**config.mk**
```make
export PLATFORM = sky130hd
export DESIGN_NAME = seq_count_3b_dir_decode
export DESIGN_NICKNAME = d
export VERILOG_FILES = /design/src/rtl/seq_count_3b_dir_decode.sv
export SDC_FILE = /design/constraint.sdc
export NUM_CORES = 1
export LEC_CHECK = 0
export ABC_AREA = 1
export CAP_MARGIN = 10
export CORE_MARGIN = 1
export CORE_UTILIZATION = 58
export CTS_CLUSTER_DIAMETER = 200
export CTS_CLUSTER_SIZE = 28
export DETAILED_ROUTE_END_ITERATION = 16
export GPL_ROUTABILITY_DRIVEN = 0
export PLACE_DENSITY = 0.83
export REMOVE_ABC_BUFFERS = 1
export SYNTH_ARGS = -nofsm -noshare
export SYNTH_HDL_FRONTEND = slang
export SYNTH_SLANG_ARGS = --single-unit
```
**constraint.sdc**
```tcl
create_clock -name clk -period 4.38 [get_ports clk]
set_clock_uncertainty 0.2 [all_clocks]
set_input_delay 1.314 -clock clk [delete_from_list [all_inputs] [get_ports clk]]
set_output_delay 1.314 -clock clk [all_outputs]
set_load 0.02 [all_outputs]
```
**src/rtl/seq_count_3b_dir_decode.sv**
```systemverilog
// seq_count_3b_dir_decode
// Receive-side checker for a 3-bit binary up/down counter. It infers the count
// direction from successive samples, flags illegal steps and tracks the run
// length of same-direction steps. Lock is dropped after MISS_MAX consecutive
// illegal steps and reacquired on the next legal step.
//
// Optional feature: define SEQ_COUNT_DIR_HOLD_EN to treat a repeated sample
// (delta == 0) as a legal "hold" step. Default build: delta == 0 is illegal.
//
// Parameters:
//   MISS_MAX  consecutive illegal steps in LOCK before falling back (1..7)
//   RUN_W     width of run; the count saturates at 2^RUN_W-1
// Ports:
//   clk      rising-edge clock
//   reset    synchronous active-low reset
//   in_val   a new counter sample is present this cycle
//   in       3-bit counter sample
//   dir      inferred direction: 0 = up, 1 = down
//   dir_val  one-cycle pulse: dir/run updated by a legal step
//   err      one-cycle pulse: illegal step detected
//   locked   checker is in LOCK
//   run      consecutive legal steps in the current direction
module seq_count_3b_dir_decode #(
  parameter int unsigned MISS_MAX = 2,
  parameter int unsigned RUN_W    = 4
) (
  input  logic             clk,
  input  logic             reset,
  input  logic             in_val,
  input  logic [2:0]       in,
  output logic             dir,
  output logic             dir_val,
  output logic             err,
  output logic             locked,
  output logic [RUN_W-1:0] run
);

  typedef enum logic [1:0] {StIdle, StPrime, StLock} state_e;

  localparam logic [2:0]       MissMax = 3'(MISS_MAX);
  localparam logic [RUN_W-1:0] RunMax  = '1;

  state_e           state_q, state_d;
  logic [2:0]       prev_q, prev_d;
  logic [2:0]       miss_q, miss_d;
  logic             dir_q, dir_d;
  logic             dir_val_q, dir_val_d;
  logic             err_q, err_d;
  logic             locked_q, locked_d;
  logic [RUN_W-1:0] run_q, run_d;

  logic [2:0] delta;
  logic [2:0] miss_inc;
  logic       step_up, step_dn, legal, hold;

  // Modulo-8 difference makes 7->0 an up step and 0->7 a down step for free.
  assign delta    = in - prev_q;
  assign step_up  = (delta == 3'd1);
  assign step_dn  = (delta == 3'd7);
  assign legal    = step_up | step_dn;
  assign miss_inc = miss_q + 3'd1;

`ifdef SEQ_COUNT_DIR_HOLD_EN
  assign hold = (delta == 3'd0);
`else
  assign hold = 1'b0;
`endif

  always_comb begin
    state_d   = state_q;
    prev_d    = prev_q;
    miss_d    = miss_q;
    dir_d     = dir_q;
    run_d     = run_q;
    dir_val_d = 1'b0;
    err_d     = 1'b0;

    if (in_val) begin
      prev_d = in;
      unique case (state_q)
        StIdle: begin
          state_d = StPrime;
        end
        StPrime: begin
          if (legal) begin
            dir_d     = step_dn;
            run_d     = RUN_W'(1);
            dir_val_d = 1'b1;
            miss_d    = 3'd0;
            state_d   = StLock;
          end else if (!hold) begin
            err_d = 1'b1;
          end
        end
        StLock: begin
          if (legal) begin
            dir_val_d = 1'b1;
            dir_d     = step_dn;
            miss_d    = 3'd0;
            if (step_dn == dir_q) begin
              run_d = (run_q == RunMax) ? run_q : run_q + RUN_W'(1);
            end else begin
              run_d = RUN_W'(1);
            end
          end else if (hold) begin
            miss_d = 3'd0;
          end else begin
            err_d = 1'b1;
            if (miss_inc == MissMax) begin
              state_d = StPrime;
              run_d   = '0;
              miss_d  = 3'd0;
            end else begin
              miss_d = miss_inc;
            end
          end
        end
        default: begin
          state_d = StIdle;
        end
      endcase
    end

    locked_d = (state_d == StLock);
  end

  always_ff @(posedge clk) begin
    if (!reset) begin
      state_q   <= StIdle;
      prev_q    <= 3'd0;
      miss_q    <= 3'd0;
      dir_q     <= 1'b0;
      dir_val_q <= 1'b0;
      err_q     <= 1'b0;
      locked_q  <= 1'b0;
      run_q     <= '0;
    end else begin
      state_q   <= state_d;
      prev_q    <= prev_d;
      miss_q    <= miss_d;
      dir_q     <= dir_d;
      dir_val_q <= dir_val_d;
      err_q     <= err_d;
      locked_q  <= locked_d;
      run_q     <= run_d;
    end
  end

  assign dir     = dir_q;
  assign dir_val = dir_val_q;
  assign err     = err_q;
  assign locked  = locked_q;
  assign run     = run_q;

endmodule
```
==> results of run 1 <==
## area by class of cell
cell class	count	area (um^2)
multi-input combinational	105	658
fill	140	485
sequential	16	320
timing repair buffer	13	130
inverter	21	78.8
tap	25	31.3
clock buffer	3	22.5
## cells by family after synthesis
logic type / after synthesis
AND/OR/NAND/NOR: 76
buffers and inverters: 24
AO/OA/AOI/OAI: 18
flip-flops: 16
adder cells (fa/ha/maj): 9
XOR/XNOR: 2
## through the flow
stage / util, % / hold slack [ps] / std cells / cell area [um^2]
floorplan: - / 283 / 142 / 1060
global placement: 70.6 / 296 / 180 / 1220
detailed placement: 70.6 / 308 / 180 / 1220
CTS: 71.9 / 321 / 183 / 1240
global route: 71.9 / 352 / 183 / 1240
finish: 71.9 / 314 / 183 / 1240
## placed cells by master, fill, tap and decap left out
master,count
sky130_fd_sc_hd__nand2_1,24
sky130_fd_sc_hd__inv_1,20
sky130_fd_sc_hd__nor2_1,18
sky130_fd_sc_hd__dfxtp_1,16
sky130_fd_sc_hd__clkdlybuf4s50_1,13
sky130_fd_sc_hd__nand3_1,11
sky130_fd_sc_hd__a21oi_1,11
sky130_fd_sc_hd__ha_1,8
sky130_fd_sc_hd__nand2_2,6
sky130_fd_sc_hd__o21ai_0,6
sky130_fd_sc_hd__nand4_1,5
sky130_fd_sc_hd__nand2_4,3
sky130_fd_sc_hd__nand3_2,3
sky130_fd_sc_hd__clkbuf_4,3
sky130_fd_sc_hd__nor2_4,2
sky130_fd_sc_hd__nand3_4,2
sky130_fd_sc_hd__xor2_1,2
sky130_fd_sc_hd__inv_2,1
sky130_fd_sc_hd__nor2_8,1
sky130_fd_sc_hd__nor3_1,1
sky130_fd_sc_hd__a211oi_1,1
sky130_fd_sc_hd__fa_1,1
## path summary, 6_finish.rpt
check | start | endpoint | slack [ps] | cells after the start
setup / recovery | in[0] | run[2]$_SDFFE_PN0P_ | 870 | 10
hold / removal | miss_q[2]$_SDFFE_PN0P_ | miss_q[2]$_SDFFE_PN0P_ | 310 | 2
setup reg to reg | prev_q[0]$_SDFFE_PN0P_ | run[2]$_SDFFE_PN0P_ | 2100 | 8
hold reg to reg | miss_q[2]$_SDFFE_PN0P_ | miss_q[2]$_SDFFE_PN0P_ | 310 | 2
## state kept, by name, summed over array words and instances (netlist names)
register	count
dir	1
dir_val	1
err	1
locked	1
miss_q	3
prev_q	3
run	4
state_q	2
## power groups by stage
stage               Clock, mW  Sequential (mW)  Combinational [mW]
floorplan                   0            0.167              0.0588
global placement            0            0.163              0.0830
detailed placement          0            0.164              0.0860
CTS                    0.0775            0.160              0.0865
global route           0.0851            0.162              0.0967
finish                 0.0738            0.160              0.0860
## worst register-to-register path, stage by stage (launching register included)
cell and delay (ps):
sky130_fd_sc_hd__dfxtp_1 320, sky130_fd_sc_hd__ha_1 180, sky130_fd_sc_hd__fa_1 450, sky130_fd_sc_hd__nor2_1 230, sky130_fd_sc_hd__nand3_4 180, sky130_fd_sc_hd__nand2_2 160
sky130_fd_sc_hd__nand3_2 170, sky130_fd_sc_hd__a21oi_1 210, sky130_fd_sc_hd__nor2_1 70
## layer usage
metal  global-route usage [%]  vias up  wire (um)
li1                         -      494          -
met4                     5.45        0         22
met3                     6.00        4         77
met5                        0        -          0
met1                     28.0      400        904
met2                     35.9       19        915
==> results summary, run 1 <==
The run finished with clean final reports. The clock tree from TritonCTS is built. The detail route stage leaves a number of antenna-violating nets equal to 0. The worst setup path is of the in -> reg kind.

Among all stages on the critical path, the largest delay is contributed by sky130_fd_sc_hd__clkdlybuf4s50_1. The maximum clock path buffer count is 2. The number of global-route vias before repair was a little under 800. The post-CTS setup buffer count is 0. In the post-synthesis netlist, the cell with the most instances is sky130_fd_sc_hd__nand2_1. The switching power as a share of total power came out at 31.8%.

The count of final max-slew check failures came out at 0. The share of cell area taken by muxes after synthesis is 0%. On the worst path, the slowest cell contributes a delay of roughly 450 ps. The total power density per cell area came out at 258 nW/um^2. The synthesized instance count is 145. The number of vias after detailed routing is about 920. The final hold violation count came out at 0.

The post-cts gate resize count came out at 0. The initial cell density of the core is roughly 62%. The flop and latch count out of synthesis is 16. The repair_antennas step left the layout with diodes totalling 0. The worst-case IR drop observed on VDD is ~0.00022 V. The global routing usage summed across all routing layers is between 20% and 30%.

Ranked by instance count, the synthesized netlist is headed by sky130_fd_sc_hd__nand2_1, sky130_fd_sc_hd__inv_1, sky130_fd_sc_hd__nor2_1, sky130_fd_sc_hd__dfxtp_1. The total leakage power came out at 0.584 nW. The cell that appears most often on the critical path is sky130_fd_sc_hd__nor2_1.

The maximum fanout count along the critical path is 10. The area enclosed by the die boundary is 2040 um^2. The horizontal extent of the die came out at 45.1 um. The top achievable clock speed came out at ~290 MHz. Summed over all nets, the switching power comes to about 100 uW. The aggregate global routing overflow is 0. The final routed wire length divided by cell count came out at 10.5 um. The detailed router finished its first iteration with 20 violations. Sorting the synthesized cells by area gives the leading types as sky130_fd_sc_hd__dfxtp_1, sky130_fd_sc_hd__ha_1, sky130_fd_sc_hd__nand2_1, sky130_fd_sc_hd__inv_1, sky130_fd_sc_hd__nor2_1. The worst min-delay path category is reg -> reg.

The first global-routing pass estimated approximately 3200 um of wire. The share of power burned in registers came out at 50.1%. The area growth from synthesis to layout came out at 15.1%.

The combinational group share of total power is between 20% and 30%. The count of flip-flops with a built-in enable after synthesis came out at 0. The tool flagged a number of max-cap violations equal to 0.

The leading register cell type out of synthesis is sky130_fd_sc_hd__dfxtp_1. The post-synthesis compound-gate area fraction is between 8 and 9%. The routed design has 1920 um of wire. The setup TNS came out at 0 ps. After synthesis, the largest family of logic cells by area is simple AND/OR/NAND/NOR gates.

The worst setup path is launched from an input pin. The initial antenna violation count came out at 0. The data required time of the critical path is approximately 4400 ps. The kind of cell with the highest combined delay on the critical path is simple AND/OR/NAND/NOR gates. The share of synthesized area occupied by flip-flops and latches is 29.7%. Power comes to 320 uW. Entering global routing, the biggest net connects 13 pins. In the post-route analysis, the smallest setup slack over all paths is 872 ps. The post-synthesis adder-cell area fraction is roughly 11%. The worst setup path is captured at a register. Measured against its own limit, the worst slew margin works out to 70.6%. The final critical delay including setup and external delays came out at 3510 ps. The TritonCTS buffer count is 3. After layout, the worst path uses 80.1% of the clock period. In this run the biggest area consumer among cell types represents 29.7% of the synthesized area. During I/O placement, the number of pins put on the boundary was 14. The share of the synthesized netlist area taken by xor and xnor gates came out at 1.62%.

In this run the cell area of the synthesized design comes to 1080 um^2. The die is approximately 45 um tall. OpenSTA, run right after detailed placement, puts the worst setup slack at between 500 and 600 ps. The async set or reset register ratio after synthesis is 0%. Internal power comes to between 200 and 250 uW. The worst path arrival time came out at between 3000 and 4000 ps. The total number of yosys warnings came out at 0.

The post-route DRC violation count is 0. The number of clock sinks is 16. Walking the worst path, the cells encountered are clkdlybuf4s50_1 > inv_1 > ha_1 > fa_1 > nor2_1 > nand3_4 > nand2_2 > nand3_2 > a21oi_1 > nor2_1. The share of layout cells above drive strength 1 came out at 13.3%. The number of buffers and inverters on the critical path came out at 2. The simple logic cell fraction of the synthesized area is 39.7%. For this design, the CTS-stage hold fixing added 0 buffers.

The count of different cell masters after synthesis is 22. The clock insertion delay at the later pin of the skew report is roughly 280 ps. After legalization and detailed placement, the total HPWL measured approximately 1500 um.

The number of failing setup endpoints in the final timing report is 0. The synthesized area per cell is between 7 and 8 um^2. The relative contribution of the clock network to total power came out at a little under a quarter. The largest total area in the synthesized netlist belongs to sky130_fd_sc_hd__dfxtp_1. Setup repair after global routing left no endpoint under its margin. After detailed routing, the number of vias per cell comes to ~5.0.

Clock tree synthesis selected as its root buffer the cell sky130_fd_sc_hd__clkbuf_4. The transition at the pin with the smallest max-transition slack is between 400 and 500 ps. The initialized floorplan defines 15 standard-cell rows.

The area inside the core boundary is about 1700 um^2. Clock-pin slew was measured on the worst setup and hold paths at around 90 ps. The number of I/O port buffers came out at 13.

The maximum level of the CTS H-tree came out at 1. For this run, the post-layout net count is roughly 180. The pre-antenna-repair detailed-routing pass consisted of 4 iterations.
(Power assumes the default switching activity.)
==> inputs of run 2 (changes only) <==
Settings changed: CORE_UTILIZATION 58 to 48, PLACE_DENSITY 0.83 to 0.74.
Clock period 4.38 ns to 3 ns, I/O delays scaled along.
==> run 2 against run 1 <==
Setup slack got worse by 720 ps. Sequential power increased by 47%. Critical path depth increased by 4. Largest cell class unchanged. Clock-buffer cell count increased by 1. Total power increased by 74%.
==> results summary, run 2 (synthesis results as in run 1) <==
The number of clock sinks is 16 (unchanged). The final-stage net count came out at 189 (was 175). The largest net degree at the start of global routing came to 13 (unchanged). The kind of critical path is in -> reg (unchanged). The total power density per cell area is 396 nW/um^2 (was 258 nW/um^2). The total power after layout is 557 uW (was 320 uW). Top library cells by usage in the layout, fill and taps aside: sky130_fd_sc_hd__nand2_1, sky130_fd_sc_hd__inv_1, sky130_fd_sc_hd__nor2_1, sky130_fd_sc_hd__dfxtp_1, sky130_fd_sc_hd__buf_4 (was sky130_fd_sc_hd__nand2_1, sky130_fd_sc_hd__inv_1, sky130_fd_sc_hd__nor2_1, sky130_fd_sc_hd__dfxtp_1, sky130_fd_sc_hd__clkdlybuf4s50_1). Status: complete, no violations (unchanged).

The headroom to the max-slew limit is 71.1% (was 70.6%). The flip-flop count of the largest register after layout is 4 (unchanged). The total detailed-routing wirelength came out at 2400 um (was 1920 um). The aggregate global routing overflow came out at 0 (unchanged). The per-cell via count in the routed design was 5.15 (was 5.01).

The transition at the pin with the smallest max-transition slack is 432 ps (was 439 ps). The clock root buffer is sky130_fd_sc_hd__clkbuf_4 (unchanged). The share of layout cells above drive strength 1 came out at 24.3% (was 13.3%).

The global routing usage summed across all routing layers was 21.5% (was 21.8%). The post-detailed-route count of antenna-violating nets is 0 (unchanged). The post-detailed-placement half-perimeter wirelength came to 1590 um (was 1470 um). The initial antenna violation count was 0 (unchanged). The worst setup timing slack at the placement stage is -370 ps (was 582 ps). The maximum fanout count along the critical path is 5 (was 10). The final hold violation count came out at 0 (unchanged). The final standard cell utilization of the core came out at 68.9% (was 71.9%).

The final setup slack of the worst path is 152 ps (was 872 ps). The worst hold slack across all endpoints is 323 ps (was 314 ps). The number of global-route vias before repair is 929 (was 778). The clock insertion delay at the later pin of the skew report came out at 300 ps (was 280 ps). The detailed-routed wire length on met2 came out at 1160 um (was 915 um). The detailed-routing wirelength on met1 was 1110 um (was 904 um).

The total leakage power is 0.661 nW (was 0.584 nW). The final critical delay including setup and external delays is ~2800 ps. The number of vias after detailed routing is 1030 (was 917).

The first-pass iteration count of the detailed router is 4 (unchanged). The most prevalent standard cell on the critical path is sky130_fd_sc_hd__nand2_1 (was sky130_fd_sc_hd__nor2_1). The maximum clock path buffer count came out at 2 (unchanged). The area growth from synthesis to layout was 30.5% (was 15.1%).

The placement row count is 16 (was 15). The max-capacitance violation count was 0 (unchanged). The number of failing setup endpoints in the final timing report is 0 (unchanged). The worst ir drop on vdd is 0.000403 V (was 0.000219 V). The wire length on met3 came to 96 um (was 77 um). The most frequent standard cell in the layout excluding fill and tap cells is sky130_fd_sc_hd__nand2_1 (unchanged).

The final routed wire length divided by cell count came out at 12.0 um (was 10.5 um). The worst path arrival time came out at 2900 ps (was 3480 ps). The TritonCTS buffer count is 3 (unchanged). The filler cell count in the final layout is 176 (was 140). The number of placed I/O pins came out at 14 (unchanged). The worst min-delay path category is reg -> reg (unchanged). The area inside the core boundary came to 2040 um^2 (was 1730 um^2). The count of final max-slew check failures is 0 (unchanged). The maximum level of the CTS H-tree is 1 (unchanged). The peak per-stage delay on the critical path is 610 ps (was 450 ps). The total placed cells including tap cells is 188 (was 180). The area enclosed by the die boundary is 2440 um^2 (was 2040 um^2). The wire length of the first global-routing pass came to 4020 um (was 3220 um). Cell breakdown of the critical path: clkdlybuf4s50_1 > inv_1 > fa_2 > inv_2 > nor2_4 > nand2_4 > buf_4 > nand3_1 > nand2_1 > nand2_1 > nand2_1 > nand2_1 > nand2_1 > nor2_1 (was clkdlybuf4s50_1 > inv_1 > ha_1 > fa_1 > nor2_1 > nand3_4 > nand2_2 > nand3_2 > a21oi_1 > nor2_1). The top metal layer carrying routed signals was met4 (unchanged). The setup TNS came out at 0 ps (unchanged). The capturing element type of the critical path was a register (unchanged). The final critical path takes up a little over nine tenths of the cycle. The initial cell density of the core is 52.8% (was 62.5%). The horizontal extent of the die was 49.4 um (was 45.1 um). The vertical die dimension came to 49.4 um (was 45.1 um). The post-route DRC violation count was 0 (unchanged).

The DRC violation total after the first TritonRoute iteration is 26 (was 20). The clock tree from TritonCTS is built (unchanged). The non-filler instance count after layout came out at 200 (was 183).

The data required time of the critical path is 3050 ps (was 4350 ps). The number of I/O port buffers is 13 (unchanged). RSZ-0062 raised after global routing: false (unchanged). The slowest cell on the critical path is sky130_fd_sc_hd__fa_2 (was sky130_fd_sc_hd__clkdlybuf4s50_1).

The register clock-pin slew on the reported worst setup and hold paths came to 110 ps (was 90 ps). The standard cell area after detailed placement is 1270 um^2 (was 1220 um^2). The area of all placed cells without fillers came out at 1410 um^2 (was 1240 um^2). The top achievable clock speed came out at ~350 MHz. The type of origin of the critical path is an input pin (unchanged). The total inserted antenna cells was 0 (unchanged).
## run 2: cell types whose count changed in the layout (fill, tap and decap cells not counted), moves of 2 or more
cell	change
sky130_fd_sc_hd__inv_1	-2
sky130_fd_sc_hd__buf_4	+13
sky130_fd_sc_hd__inv_2	+2
sky130_fd_sc_hd__nand3_4	+3
## run 2: final cells by class
cell class	instances	area (um^2)	area share (%)
Multi-Input combinational cell	106	708	50.3
Clock buffer	4	36.3	2.58
Timing Repair Buffer	26	230	16.4
Tap cell	27	33.8	2.40
Inverter	21	78.8	5.60
Sequential cell	16	320	22.8
## run 2: critical path: cells and delay by family
kind	cells	cell delay (ps)
buffers and inverters	4	730
adders and majority gates	1	610
and+or+nand+nor	9	640
## run 2: path summary, 6_finish.rpt
kind	endpoint	slack, ps	cells past startpoint	startpoint
hold / removal	miss_q[2]$_SDFFE_PN0P_	320	2	miss_q[2]$_SDFFE_PN0P_
setup / recovery	locked$_SDFF_PN0_	150	14	in[1]
hold reg to reg	miss_q[2]$_SDFFE_PN0P_	320	2	miss_q[2]$_SDFFE_PN0P_
setup reg to reg	run[1]$_SDFFE_PN0P_	810	11	prev_q[0]$_SDFFE_PN0P_
## run 2: where the power goes
group / total (mW) / leakage, nW / internal [mW] / switching, mW
logic: 0.169 / 0.509 / 0.0734 / 0.0951
registers: 0.235 / 0.131 / 0.224 / 0.0109
clock network: 0.154 / 0.0210 / 0.0742 / 0.0801
total: 0.557 / 0.661 / 0.371 / 0.186
## run 2: layer usage
layer / up-vias / GRT usage (%)
li1: 524 / -
met1: 474 / 27.6
met2: 29 / 34.7
met3: 3 / 3.74
met4: 0 / 10.5
met5: - / 0
## run 2: repair_timing
| action | in CTS | in global routing |
|---|---|---|
| setup endpoints to repair | 5 | 10 |
| hold buffers | 0 | 0 |
| gates resized for setup | 8 | 3 |
| gates cloned | 1 | 0 |
| buffers inserted | 2 | 5 |
| pin swaps | 7 | 9 |
